<file path="config.mk">
export PLATFORM = sky130hd
export DESIGN_NAME = function_return_stack
export DESIGN_NICKNAME = d
export VERILOG_FILES = /design/src/rtl/function_return_stack.sv
export SDC_FILE = /design/constraint.sdc
export NUM_CORES = 1
export LEC_CHECK = 0
export CORE_AREA = 3 3 125 127
export DETAILED_ROUTE_END_ITERATION = 8
export DIE_AREA = 0 0 128 130
export PLACE_DENSITY = 0.78
export SLEW_MARGIN = 10
export SYNTH_ARGS = -nofsm -noshare
export SYNTH_HDL_FRONTEND = slang
export SYNTH_SLANG_ARGS = --single-unit
</file>
<file path="constraint.sdc">
create_clock -name clk -period 3.63 [get_ports clk]
set_input_delay 0.363 -clock clk [delete_from_list [all_inputs] [get_ports clk]]
set_output_delay 0.363 -clock clk [all_outputs]
set_load 0.02 [all_outputs]
</file>
<file path="src/rtl/function_return_stack.sv">
// Return-address LIFO for CALL/RET.
// The top entry lives in its own register so the fetch mux sees a registered
// value; older entries sit in an array without reset. Entry i of the array
// holds the (i+1)-th oldest live return address, so with COUNT valid entries
// the array slots 0..COUNT-2 are live and the top register holds the newest.
module function_return_stack #(
    parameter int ADDR_WIDTH  = 12,
    parameter int STACK_DEPTH = 16,
    parameter int PTR_WIDTH   = 4
) (
    input  logic                  clk,
    input  logic                  reset,
    input  logic [ADDR_WIDTH-1:0] PUSH_DATA,
    input  logic                  CTRL_PUSH,
    input  logic                  CTRL_POP,
    input  logic                  CTRL_CLR,
    output logic [ADDR_WIDTH-1:0] TOP_OUT,
    output logic [PTR_WIDTH:0]    COUNT_OUT,
    output logic                  FULL,
    output logic                  EMPTY,
    output logic                  ERR_OVERFLOW,
    output logic                  ERR_UNDERFLOW
);

    localparam logic [PTR_WIDTH:0] C_DEPTH = (PTR_WIDTH+1)'(STACK_DEPTH);
    localparam logic [PTR_WIDTH:0] C_ONE   = (PTR_WIDTH+1)'(1);
    localparam logic [PTR_WIDTH:0] C_TWO   = (PTR_WIDTH+1)'(2);

    // Storage below the top. Sized to a full power of two so that every
    // PTR_WIDTH-bit index is in range; the last slot is never written.
    logic [ADDR_WIDTH-1:0] r_mem [0:STACK_DEPTH-1];

    logic [ADDR_WIDTH-1:0] r_top;
    logic [PTR_WIDTH:0]    r_count;
    logic                  r_ovf;
    logic                  r_unf;

    logic [ADDR_WIDTH-1:0] w_top_next;
    logic [PTR_WIDTH:0]    w_count_next;
    logic                  w_ovf_next;
    logic                  w_unf_next;
    logic                  w_mem_we;
    logic                  w_full;
    logic                  w_empty;
    logic [PTR_WIDTH:0]    w_wr_full_idx;
    logic [PTR_WIDTH:0]    w_rd_full_idx;
    logic [PTR_WIDTH-1:0]  w_wr_idx;
    logic [PTR_WIDTH-1:0]  w_rd_idx;
    logic [ADDR_WIDTH-1:0] w_below;

    assign w_full  = (r_count == C_DEPTH);
    assign w_empty = (r_count == '0);

    // The old top is saved at slot COUNT-1 on a push; the entry below the top
    // is read from slot COUNT-2 on a pop. Both are only used when the count
    // keeps them inside 0..STACK_DEPTH-2, so the truncation never wraps.
    assign w_wr_full_idx = r_count - C_ONE;
    assign w_rd_full_idx = r_count - C_TWO;
    assign w_wr_idx      = w_wr_full_idx[PTR_WIDTH-1:0];
    assign w_rd_idx      = w_rd_full_idx[PTR_WIDTH-1:0];
    assign w_below       = r_mem[w_rd_idx];

    // Next-state decode: clear beats push/pop, then the four command cases.
    always_comb begin
        w_top_next   = r_top;
        w_count_next = r_count;
        w_ovf_next   = r_ovf;
        w_unf_next   = r_unf;
        w_mem_we     = 1'b0;
        if (CTRL_CLR) begin
            w_top_next   = '0;
            w_count_next = '0;
            w_ovf_next   = 1'b0;
            w_unf_next   = 1'b0;
        end else begin
            case ({CTRL_PUSH, CTRL_POP})
                2'b10: begin
                    if (w_full) begin
                        // Illegal push: nothing moves, oldest entry is kept.
                        w_ovf_next = 1'b1;
                    end else begin
                        // An empty stack's top is not a live entry; don't save it.
                        w_mem_we     = !w_empty;
                        w_top_next   = PUSH_DATA;
                        w_count_next = r_count + C_ONE;
                    end
                end
                2'b01: begin
                    if (w_empty) begin
                        w_unf_next = 1'b1;
                    end else if (r_count == C_ONE) begin
                        w_top_next   = '0;
                        w_count_next = '0;
                    end else begin
                        w_top_next   = w_below;
                        w_count_next = r_count - C_ONE;
                    end
                end
                2'b11: begin
                    // Tail call: overwrite the top in place. On an empty stack
                    // the pop half is illegal but the push half still lands.
                    w_top_next = PUSH_DATA;
                    if (w_empty) begin
                        w_unf_next   = 1'b1;
                        w_count_next = C_ONE;
                    end
                end
                default: ;
            endcase
        end
    end

    // Control and top-of-stack registers with synchronous reset.
    always_ff @(posedge clk) begin
        if (reset) begin
            r_top   <= '0;
            r_count <= '0;
            r_ovf   <= 1'b0;
            r_unf   <= 1'b0;
        end else begin
            r_top   <= w_top_next;
            r_count <= w_count_next;
            r_ovf   <= w_ovf_next;
            r_unf   <= w_unf_next;
        end
    end

    // Entry storage: written only, never reset; reset still blocks the write.
    always_ff @(posedge clk) begin
        if (w_mem_we && !reset) begin
            r_mem[w_wr_idx] <= r_top;
        end
    end

    assign TOP_OUT       = r_top;
    assign COUNT_OUT     = r_count;
    assign FULL          = w_full;
    assign EMPTY         = w_empty;
    assign ERR_OVERFLOW  = r_ovf;
    assign ERR_UNDERFLOW = r_unf;

endmodule
</file>
==> flow_summary_export.csv <==
group,metric,value,unit
global_routing,grt_antenna_before_repair,0,
final_layout,final_cell_mix,"edfxtp_1, mux2i_1, clkdlybuf4s50_1, buf_4",
synth,syn_area_per_cell,17.0,um2
synth,yosys.area.top_type,"edfxtp_1",
timing,setup_tns,0,ps
clock_network,post_cts_resized,0,
die,dieHeight,130,um
timing,period_needed,3020,ps
placed_design,place_ws,923,ps
worst_setup_path,worstSetupPathType,"reg2out",
worst_setup_path,cp_slowest_cell,"clkdlybuf4s50_1",
final_layout,final_common_cell,"edfxtp_1",
global_routing,grt.total_usage,0.242,
synth,ys.flop_type,"edfxtp_1",
synth,postSynth.asyncResetShare,0,
worst_setup_path,worstPathArrival,2660,ps
clock_network,clk_path_buf_depth,3,
clock_network,cts_root_buffer,"clkbuf_16",
global_routing,grt-ovfl-total,0,
worst_setup_path,cp_top_family,"buffers and inverters",
worst_setup_path,critPathCaptureType,"output port",
synth,synth_fp_nets,539,
worst_setup_path,crit_path_start_kind,"register",
worst_setup_path,crit_buf_inv,2,
synth,ys_seq_elements,211,
synth,yosys_warnings,0,
pwr,p_per_area,520,nW/um2
clock_network,htreeDepth,1,
detailed_routing,met3WireLength,1480,um
timing,finClkSkew,9.81,ps
clock_network,numClockSinks,211,
detailed_routing,vias_per_cell,6.46,
global_routing,first_global_vias,5059,
clock_network,hold_buffers,0,
synth,synthesis.area,8710,um2
worst_setup_path,critPathMaxFanout,7,
detailed_routing,highest_layer,"met4",
timing,worst_pin_slew,908,ps
detailed_routing,ant_nets,0,
synth,ys_types,46,
clock_network,cts_buffers,21,
clock_network,clk_latency,500,ps
final_layout,antenna_cells,0,
die,design.core.area,14500,um2
timing,drv_slew,0,
outcome,outcome,"complete, no violations",
detailed_routing,drc,0,
detailed_routing,detail_route.wl_per_cell,25.5,um
pwr,p_leak,3.22,nW
placed_design,hpwl,12000,um
final_layout,syn_to_final_growth,14.8,%
final_layout,drive_gt1_frac,0.148,
synth,syn_inst,513,
global_routing,grt_max_degree,54,
die,initial_utilization,0.599,
detailed_routing,wl_met1,7940,um
pwr,ir_drop,424,uV
clock_network,clkTransAtPathRegs,60,ps
synth,synth_edf_count,192,
placed_design,routabilityCongestion,0.892,
timing,slew_headroom,0.391,
worst_setup_path,max_stage_delay,660,ps
die,die_area,16600,um2
worst_setup_path,crit_chain,"inv_1 -> ha_1 -> or3b_1 -> nor2_1 -> clkdlybuf4s50_1",
placed_design,numPortBuffers,37,
die,io_pins,38,
detailed_routing,drtIter0Drc,544,
synth,yosysSeqAreaShare,0.706,
detailed_routing,drt_first_pass_iters,5,
detailed_routing,via_count,4951,
final_layout,nNetsFinal,594,
synth,synth_top_area_frac,0.662,
timing,period_share,0.832,
detailed_routing,wl_met2,9680,um
synth,synth_area_leaders,"edfxtp_1, mux2i_1, mux4_1",
timing,rsz0062_at_grt,"no",
clock_network,post_cts_buffers,0,
timing,fmax,331,MHz
die,placementRows,44,
timing,setup_violations,0,
timing,timing.final.ws_setup,611,ps
flow_run,max-cap-violations,0,
die,die_w,128,um
detailed_routing,wirelength,19500,um
timing,hold_violations,0,
global_routing,grt_pass1_wl,30000,um
clock_network,cts_tree,"built",
worst_setup_path,critPathRequiredTime,3270,ps
worst_hold_path,min_path_type,"reg2reg",
## layer usage
| metal | global-route usage | vias up |
|---|---|---|
| li1 | - | 2151 |
| met1 | 0.335 | 2499 |
| met2 | 0.406 | 258 |
| met3 | 0.0397 | 43 |
| met4 | 0.0668 | 0 |
| met5 | 0 | - |
## cell families (layout without fill, tap and decap cells)
group | after synthesis | count (layout) | synth area share
AOI/OAI and AO/OA | 80 | 80 | 0.0591
adders and majority gates | 9 | 9 | 0.0129
xor gates and xnor gates | 7 | 7 | 0.00704
muxes | 87 | 87 | 0.144
DFF | 211 | 211 | 0.706
buffers and inverters | 35 | 104 | 0.0207
and+or+nand+nor | 84 | 84 | 0.0503
## final timing paths
check	cells after the start	startpoint	endpoint	slack, ps
worst min register to register	2	ERR_UNDERFLOW	ERR_UNDERFLOW	480
worst max register to register	7	COUNT_OUT[2]	TOP_OUT[2]	860
worst min-delay path	2	ERR_UNDERFLOW	ERR_UNDERFLOW	480
worst max-delay path	5	COUNT_OUT[1]	EMPTY	610
## worst min-delay path, delay by kind of cell (launching register included)
kind / cells / cell delay (ps)
AND/OR/NAND/NOR: 1 / 70
flip-flops: 1 / 330
AO/OA/AOI/OAI: 1 / 50
## stage by stage
stage	cell area [um2]	power, mW	hold slack [ps]	utilization	std cells
3_3_place_gp	9340	3.17	457	0.643	729
5_1_grt	10000	5.35	527	0.688	766
6_report	10000	5.20	477	0.688	766
2_1_floorplan	8710	3.03	547	-	513
3_5_place_dp	9340	3.18	475	0.643	729
4_1_cts	10000	5.23	490	0.688	766
## area by class of cell
| cell class | count | area, um2 |
|---|---|---|
| Clock buffer | 29 | 586 |
| Multi-Input combinational cell | 267 | 2380 |
| Clock inverter | 8 | 68.8 |
| Tap cell | 184 | 230 |
| Inverter | 4 | 15.0 |
| Sequential cell | 211 | 6150 |
| Fill cell | 956 | 4540 |
| Timing Repair Buffer | 63 | 566 |
## cells in the mapped netlist (5+ instances only)
master and number:
o21ai_0 13, mux2_2 14, nand2_1 22, a21oi_1 20
ha_1 9, a22oi_1 23, mux4_2 6, nand3_1 14
mux4_1 18, edfxtp_1 192, dfxtp_1 19, a31oi_1 13
mux2i_1 49, buf_2 18, clkbuf_1 5, nor2_1 23
## state kept, by name (all words and copies together), names as in the netlist
register and cells:
COUNT_OUT 5, ERR_OVERFLOW 1, ERR_UNDERFLOW 1, TOP_OUT 12
r_mem 192
## report_power, final
group / total (mW) / switching (mW) / internal [mW]
Sequential: 2.72 / 0.0477 / 2.67
Combinational: 0.418 / 0.241 / 0.178
Clock: 2.06 / 0.860 / 1.20
(Power assumes the default switching activity.)
